==> config.mk <==
export PLATFORM = sky130hd
export DESIGN_NAME = mem_stage_sram_flat
export DESIGN_NICKNAME = d
export VERILOG_FILES = /design/src/rtl/mem_stage_sram_pkg.sv /design/src/rtl/mem_stage_sram_if.sv /design/src/rtl/mem_stage_sram_half_access.sv /design/src/rtl/mem_stage_sram.sv /design/src/flat_wrapper.sv
export SDC_FILE = /design/constraint.sdc
export NUM_CORES = 1
export LEC_CHECK = 0
export ABC_AREA = 1
export ABC_CLOCK_PERIOD_IN_PS = 3000
export CORE_ASPECT_RATIO = 0.5
export CORE_MARGIN = 2
export CORE_UTILIZATION = 43
export DETAILED_ROUTE_END_ITERATION = 6
export GPL_ROUTABILITY_DRIVEN = 0
export PLACE_DENSITY = 0.86
export SLEW_MARGIN = 20
export SYNTH_ARGS = -nofsm -noshare
export SYNTH_HDL_FRONTEND = slang
export SYNTH_SLANG_ARGS = --single-unit
==> constraint.sdc <==
create_clock -name clk -period 3 [get_ports clk]
set_input_delay 0.6 -clock clk [delete_from_list [all_inputs] [get_ports clk]]
set_output_delay 0.6 -clock clk [all_outputs]
set_load 0.02 [all_outputs]
==> src/rtl/mem_stage_sram_pkg.sv <==
// mem_stage_sram_pkg
//   Shared widths and the MEM-stage access FSM encoding for the SRAM-backed
//   MEM stage. Imported by the interface, the half-access engine and the top.
package mem_stage_sram_pkg;

  localparam int WORD_LEN          = 32;
  localparam int REG_FILE_ADDR_LEN = 5;
  localparam int SRAM_DATA_W       = 16;

  // One 32-bit access = lo half, then hi half, then a single DONE cycle
  // in which the pipeline is released.
  typedef enum logic [1:0] {
    ST_IDLE = 2'd0,
    ST_LO   = 2'd1,
    ST_HI   = 2'd2,
    ST_DONE = 2'd3
  } stage_state_e;

endpackage

==> src/rtl/mem_stage_sram_if.sv <==
// mem_stage_sram_if
//   External 16-bit SRAM bus.
//   sram_addr  : half-word address (ADDR_W bits), driven by master
//   sram_wdata : write data, driven by master
//   sram_we_n  : write strobe, active-low, driven by master
//   sram_ce_n  : chip enable, active-low, driven by master
//   sram_rdata : read data, driven by the SRAM (slave)
interface mem_stage_sram_if
  import mem_stage_sram_pkg::*;
#(
  parameter int ADDR_W = 18
) ();

  logic [ADDR_W-1:0]      sram_addr;
  logic [SRAM_DATA_W-1:0] sram_wdata;
  logic [SRAM_DATA_W-1:0] sram_rdata;
  logic                   sram_we_n;
  logic                   sram_ce_n;

  modport master (
    output sram_addr, sram_wdata, sram_we_n, sram_ce_n,
    input  sram_rdata
  );

  modport slave (
    input  sram_addr, sram_wdata, sram_we_n, sram_ce_n,
    output sram_rdata
  );

endinterface

==> src/rtl/mem_stage_sram_half_access.sv <==
// sram_half_access
//   Timing engine for one half-word SRAM access: holds chip enable for
//   WAIT_CYCLES+1 cycles and, for writes, drops the write strobe for all but
//   the last of those cycles so address/data are stable around the strobe.
//   start_i  : begin a half access in the next cycle (may coincide with last_o
//              to chain the hi half directly after the lo half)
//   write_i  : the half being started is a write (sampled with start_i)
//   busy_o   : a half access is in progress
//   last_o   : final cycle of the current half (read data valid now)
//   ce_n_o   : SRAM chip enable, active-low
//   we_n_o   : SRAM write strobe, active-low
module sram_half_access #(
  parameter int WAIT_CYCLES = 1
) (
  input  logic clk,
  input  logic rst,
  input  logic start_i,
  input  logic write_i,
  output logic busy_o,
  output logic last_o,
  output logic ce_n_o,
  output logic we_n_o
);

  localparam int CNT_W = (WAIT_CYCLES < 1) ? 1 : $clog2(WAIT_CYCLES + 1);
  localparam logic [CNT_W-1:0] CNT_LAST = CNT_W'(WAIT_CYCLES);

  logic             busy_q, busy_d;
  logic             write_q, write_d;
  logic [CNT_W-1:0] cnt_q, cnt_d;
  logic             last;

  assign last = busy_q && (cnt_q == CNT_LAST);

  always_comb begin
    busy_d  = busy_q;
    write_d = write_q;
    cnt_d   = cnt_q;
    if (start_i) begin
      busy_d  = 1'b1;
      write_d = write_i;
      cnt_d   = '0;
    end else if (busy_q) begin
      if (last) begin
        busy_d = 1'b0;
        cnt_d  = '0;
      end else begin
        cnt_d = cnt_q + CNT_W'(1);
      end
    end
  end

  always_ff @(posedge clk) begin
    if (rst) begin
      busy_q  <= 1'b0;
      write_q <= 1'b0;
      cnt_q   <= '0;
    end else begin
      busy_q  <= busy_d;
      write_q <= write_d;
      cnt_q   <= cnt_d;
    end
  end

  assign busy_o = busy_q;
  assign last_o = last;
  assign ce_n_o = !busy_q;
  // Strobe released in the last cycle so the write completes before the
  // address moves on.
  assign we_n_o = !(busy_q && write_q && !last);

endmodule

==> src/rtl/mem_stage_sram.sv <==
// mem_stage_sram
//   MEM pipeline stage backed by a 16-bit external SRAM. Each 32-bit load or
//   store is split into a lo and a hi half-word access; upstream stages are
//   frozen while it runs. Non-memory instructions pass straight through.
//   clk, rst          : clock, synchronous active-high reset
//   wb_en_in, mem_r_en_in, mem_w_en_in, alu_res_in, st_val_in, dest_in
//                     : from EXE/MEM
//   wb_en, mem_r_en, alu_res, dest : combinational pass-through to MEM/WB
//   mem_rdata         : load data, valid from the DONE cycle until next load
//   freeze            : hold upstream registers and PC
//   sram              : SRAM bus (master side)
module mem_stage_sram
  import mem_stage_sram_pkg::*;
#(
  parameter int MEM_BASE    = 1024,
  parameter int SRAM_ADDR_W = 18,
  parameter int WAIT_CYCLES = 1
) (
  input  logic                         clk,
  input  logic                         rst,
  input  logic                         wb_en_in,
  input  logic                         mem_r_en_in,
  input  logic                         mem_w_en_in,
  input  logic [WORD_LEN-1:0]          alu_res_in,
  input  logic [WORD_LEN-1:0]          st_val_in,
  input  logic [REG_FILE_ADDR_LEN-1:0] dest_in,
  output logic                         wb_en,
  output logic                         mem_r_en,
  output logic [WORD_LEN-1:0]          alu_res,
  output logic [REG_FILE_ADDR_LEN-1:0] dest,
  output logic [WORD_LEN-1:0]          mem_rdata,
  output logic                         freeze,
  mem_stage_sram_if.master             sram
);

  stage_state_e state_q, state_d;

  logic [SRAM_ADDR_W-1:0] addr_q, addr_d;
  logic [SRAM_DATA_W-1:0] wdata_q, wdata_d;
  logic [SRAM_DATA_W-1:0] st_hi_q, st_hi_d;
  logic                   op_write_q, op_write_d;
  logic [WORD_LEN-1:0]    rdata_q, rdata_d;

  logic                   mem_req;
  logic [WORD_LEN-1:0]    offset;
  logic [SRAM_ADDR_W-2:0] idx_in;
  logic                   unused_offset_bits;

  logic half_start, half_write, half_busy, half_last, half_ce_n, half_we_n;

  assign mem_req = mem_r_en_in | mem_w_en_in;

  // Byte address -> word index; out-of-window addresses wrap silently.
  assign offset             = alu_res_in - WORD_LEN'(MEM_BASE);
  assign idx_in             = offset[SRAM_ADDR_W:2];
  assign unused_offset_bits = ^{offset[WORD_LEN-1:SRAM_ADDR_W+1], offset[1:0]};

  // A simultaneous read+write request is executed as a write.
  assign half_write = (state_q == ST_IDLE) ? mem_w_en_in : op_write_q;

  always_comb begin
    state_d    = state_q;
    addr_d     = addr_q;
    wdata_d    = wdata_q;
    st_hi_d    = st_hi_q;
    op_write_d = op_write_q;
    rdata_d    = rdata_q;
    half_start = 1'b0;
    unique case (state_q)
      ST_IDLE: begin
        if (mem_req) begin
          op_write_d = mem_w_en_in;
          st_hi_d    = st_val_in[31:16];
          addr_d     = {idx_in, 1'b0};
          wdata_d    = st_val_in[15:0];
          half_start = 1'b1;
          state_d    = ST_LO;
        end
      end
      ST_LO: begin
        if (half_last) begin
          if (!op_write_q) rdata_d[15:0] = sram.sram_rdata;
          addr_d     = {addr_q[SRAM_ADDR_W-1:1], 1'b1};
          wdata_d    = st_hi_q;
          half_start = 1'b1;
          state_d    = ST_HI;
        end
      end
      ST_HI: begin
        if (half_last) begin
          if (!op_write_q) rdata_d[31:16] = sram.sram_rdata;
          state_d = ST_DONE;
        end
      end
      // Upstream advances at the end of DONE, so the request that caused
      // this access is gone by the next IDLE cycle.
      ST_DONE: state_d = ST_IDLE;
      default: state_d = ST_IDLE;
    endcase
  end

  always_ff @(posedge clk) begin
    if (rst) begin
      state_q    <= ST_IDLE;
      addr_q     <= '0;
      wdata_q    <= '0;
      st_hi_q    <= '0;
      op_write_q <= 1'b0;
      rdata_q    <= '0;
    end else begin
      state_q    <= state_d;
      addr_q     <= addr_d;
      wdata_q    <= wdata_d;
      st_hi_q    <= st_hi_d;
      op_write_q <= op_write_d;
      rdata_q    <= rdata_d;
    end
  end

  sram_half_access #(
    .WAIT_CYCLES (WAIT_CYCLES)
  ) u_half (
    .clk     (clk),
    .rst     (rst),
    .start_i (half_start),
    .write_i (half_write),
    .busy_o  (half_busy),
    .last_o  (half_last),
    .ce_n_o  (half_ce_n),
    .we_n_o  (half_we_n)
  );

  // Freeze rises combinationally in the IDLE cycle that sees the request so
  // the instruction is held from its very first MEM cycle.
  assign freeze = !rst && ((state_q == ST_IDLE && mem_req) ||
                           state_q == ST_LO || state_q == ST_HI);

  assign wb_en     = wb_en_in;
  assign mem_r_en  = mem_r_en_in;
  assign alu_res   = alu_res_in;
  assign dest      = dest_in;
  assign mem_rdata = rdata_q;

  assign sram.sram_addr  = addr_q;
  assign sram.sram_wdata = wdata_q;
  assign sram.sram_ce_n  = half_ce_n | !half_busy;
  assign sram.sram_we_n  = half_we_n;

endmodule
==> src/flat_wrapper.sv <==
// flat-port wrapper written by rule: the top's interface ports become plain ports
module mem_stage_sram_flat import mem_stage_sram_pkg::*;
#(
  parameter int MEM_BASE    = 1024,
  parameter int SRAM_ADDR_W = 18,
  parameter int WAIT_CYCLES = 1
)
  (clk, rst, wb_en_in, mem_r_en_in, mem_w_en_in, alu_res_in, st_val_in, dest_in, wb_en, mem_r_en, alu_res, dest, mem_rdata, freeze, sram_sram_addr, sram_sram_wdata, sram_sram_we_n, sram_sram_ce_n, sram_sram_rdata);
  mem_stage_sram_if sram_i ();
  input  logic clk;
  input  logic rst;
  input  logic wb_en_in;
  input  logic mem_r_en_in;
  input  logic mem_w_en_in;
  input  logic [WORD_LEN-1:0] alu_res_in;
  input  logic [WORD_LEN-1:0] st_val_in;
  input  logic [REG_FILE_ADDR_LEN-1:0] dest_in;
  output logic wb_en;
  output logic mem_r_en;
  output logic [WORD_LEN-1:0] alu_res;
  output logic [REG_FILE_ADDR_LEN-1:0] dest;
  output logic [WORD_LEN-1:0] mem_rdata;
  output logic freeze;
  output wire logic [$bits(sram_i.sram_addr)-1:0] sram_sram_addr;
  output wire logic [$bits(sram_i.sram_wdata)-1:0] sram_sram_wdata;
  output wire logic [$bits(sram_i.sram_we_n)-1:0] sram_sram_we_n;
  output wire logic [$bits(sram_i.sram_ce_n)-1:0] sram_sram_ce_n;
  input wire logic [$bits(sram_i.sram_rdata)-1:0] sram_sram_rdata;
  assign sram_sram_addr = sram_i.sram_addr;
  assign sram_sram_wdata = sram_i.sram_wdata;
  assign sram_sram_we_n = sram_i.sram_we_n;
  assign sram_sram_ce_n = sram_i.sram_ce_n;
  assign sram_i.sram_rdata = sram_sram_rdata;
  mem_stage_sram #(.MEM_BASE(MEM_BASE), .SRAM_ADDR_W(SRAM_ADDR_W), .WAIT_CYCLES(WAIT_CYCLES)) u_core (.clk(clk), .rst(rst), .wb_en_in(wb_en_in), .mem_r_en_in(mem_r_en_in), .mem_w_en_in(mem_w_en_in), .alu_res_in(alu_res_in), .st_val_in(st_val_in), .dest_in(dest_in), .wb_en(wb_en), .mem_r_en(mem_r_en), .alu_res(alu_res), .dest(dest), .mem_rdata(mem_rdata), .freeze(freeze), .sram(sram_i));
endmodule
==> metrics <==
CTS tree=built; Seq pwr share=36.8%; simple-gate portion of the synthesized area=26.9%; Cell Pwr Density=~790 nW/um^2; max-cap violations=0; Layout fillers=748; mux cell area share after synthesis=0%; layout cells sized above 1=under 10%; Main synth FF type=dfxtp_1; sw frac=around 36%; P_int=around 2.7 mW; Syn Inst Count=~540; setup TNS=0 ns; Final period util=roughly 90%; gr usage total=21.0%; worst min-delay path category=reg -> reg; drt drc=0; RSZ-0062 raised after global routing=false; Tmin final=between 2 and 3 ns; leading area contributor after synthesis=dfxtp_1; crit-path max FO=4; Worst Path Arrival=around 2.1 ns; First-pass DRT Iterations=5; clock tree root driver cell=clkbuf_16; Post-CTS Setup Bufs=0; clock sink total=88; worst reg-to-reg path cell count=7; Initial Utilization=between 40 and 50%; Die Height=about 71 um; Reg area=1760 um^2; area share of the largest cell type after synthesis=45.2%; Worst Min Path Start=u_core.sram.sram_addr[17]; Avg Cell Area, Syn=7.27 um^2; Area contributors post-synth=dfxtp_1 45%, nor2_1 13%, nand2_1 9.3%; Worst Hold Path EP=u_core.sram.sram_addr[17]; Synth Net Count=about 630; n_diodes=0; peak supply drop=around 0.44 mV; initial DRC count=approximately 210; leakage=~2.3 nW; post-route ant nets=0; final setup skew=approximately 0.0055 ns; # setup viols final=0; Nets=740; pin count of the biggest net entering global routing=44; WP data required=between 2 and 2.5 ns; die width=between 100 and 150 um; total CTS buffers=9; first-pass GRT wire length=~17,000 um; most common cell in the netlist=nor2_1; GRT Residual Overflow=0; Final Hold Fails=0; Layout Utilization=62.8%; number of global-route vias before repair=~3,500; HPWL Detailed=between 7000 and 8000 um; fmax=roughly 370 MHz; switching power=about 1.6 mW; Hold Path Depth=2; most frequent cells after synthesis=138 x nor2_1, 97 x nand2_1, 88 x dfxtp_1; async set or reset register ratio after synthesis=0%; RR Endpoint=u_core.mem_rdata[26]; PortBufs=between 150 and 200; Yosys reg bits=88; Via density=slightly below 5; wire length per cell=about 14 um; H-tree depth=3; Max Transition Viols Final=0; adder-cell share of the synthesized area=between 1.5 and 2%; worst slew pin tran=between 0.7 and 0.8 ns; CP Class=in -> out; Area Overhead vs Synth=40.9%; Slew headroom=around half; clock buffer depth=2; Comb pwr share=approximately two fifths; Clock transition at path regs=around 0.06 ns; Worst R2R Start=u_core.state_q[0]; hold_buf cts=0; clock network power share=between 20% and 30%; XOR/XNOR Fraction of Synth Area=less than 1%; CP Capture Type=output port; antenna violations before repair=0; die area=9880 um^2; warnings from Yosys=0; Top Ports=between 150 and 200; Core Region=approximately 8700 um^2; area of the multi-input gates=about 1600 um^2; outcome=finished clean; num rows=24; Syn Std Cell Area=roughly 3900 um^2; routed via count=~3,700; flop2flop setup slack=a little under 1 ns; startpoint class of the critical path=primary input; post-synthesis compound-gate area fraction=between 10% and 20%; Post-synth EDFFs=0; main combinational cell family by area after synthesis=simple AND/OR/NAND/NOR gates; post-cts resize count=0; count of different cell masters after synthesis=24; post-synthesis sequential area ratio=between 40 and 50%; Skew-Pair Late Insertion Delay=between 0.3 and 0.4 ns; Routed WL=about 10,000 um
==> how the worst max path moves through the flow <==
stage | depth (start not counted) | slack [ns] | to | startpoint
4_1_cts | 6 | 0.31 | freeze | mem_r_en_in
6_report | 6 | 0.31 | freeze | mem_r_en_in
2_1_floorplan | 5 | 1.09 | freeze | mem_r_en_in
3_5_place_dp | 6 | 0.31 | freeze | mem_r_en_in
5_1_grt | 6 | 0.25 | freeze | mem_r_en_in
3_3_place_gp | 6 | 0.34 | freeze | mem_r_en_in
==> layout make-up <==
| class | count | area share [%] |
|---|---|---|
| clock inverter | 4 | 0.867 |
| timing repair buffer | 160 | 29.0 |
| sequential | 88 | 32.1 |
| inverter | 27 | 1.85 |
| multi-input combinational | 359 | 29.4 |
| tap | 117 | 2.67 |
| clock buffer | 10 | 4.17 |
==> layout by cell type (no fill, tap or decap), drive strengths merged <==
| master | n |
|---|---|
| a21oi | 21 |
| a31oi | 1 |
| buf | 5 |
| bufinv | 1 |
| clkbuf | 10 |
| clkdlybuf4s50 | 155 |
| clkinv | 2 |
| clkinvlp | 1 |
| dfxtp | 88 |
| ha | 5 |
| inv | 27 |
| nand2 | 102 |
| nand3 | 10 |
| nor2 | 141 |
| nor3 | 4 |
| o21ai | 74 |
| xor2 | 1 |
==> power by group through the flow <==
stage	clock network, mW	registers, mW	logic, mW
CTS	1.09	1.59	1.66
global route	1.14	1.63	1.81
detailed placement	0	1.61	1.64
floorplan	0	1.80	0.857
global placement	0	1.60	1.61
finish	1.07	1.59	1.65
==> critical path, cell delays in order <==
cell and delay [ns]:
clkdlybuf4s50_1 0.54, inv_2 0.06, nand2_4 0.08, nand2_2 0.05, a31oi_1 0.13, clkdlybuf4s50_1 0.62
==> cells by family (layout without fill, tap and decap cells) <==
family | after synthesis | in the layout
xor+xnor | 1 | 1
flops | 88 | 88
fa+ha+maj | 5 | 5
compound gates | 96 | 96
buf+inv | 89 | 201
simple gates | 257 | 257
==> layer usage <==
metal	wire [um]	part of all wire, %	global-route usage (%)	vias up
li1	-	-	-	1870
met2	5170	50	36.4	103
met3	555	5.3	5.82	37
met4	312	3.0	10.3	0
met5	0	0	0	-
met1	4370	42	24.6	1663
==> state kept, by name, summed over array words and instances, names as in the netlist <==
name	flops
u_core.op_write_q	1
u_core.mem_rdata	32
u_core.st_hi_q	16
u_core.u_half.write_q	1
u_core.state_q	2
u_core.sram.sram_addr	18
u_core.u_half.cnt_q	1
u_core.sram.sram_wdata	16
u_core.u_half.busy_o	1
==> metrics by stage <==
stage	cells	hold WS (ns)	worst slack [ns]	instance area, um^2	total power, mW
floorplan	536	0.455	1.09	3890	2.66
global placement	751	0.452	0.340	5210	3.21
detailed placement	751	0.458	0.309	5210	3.25
CTS	765	0.467	0.309	5490	4.34
global route	765	0.492	0.248	5490	4.57
finish	765	0.465	0.310	5490	4.31
No activity file was read; power rests on OpenSTA's default activity.
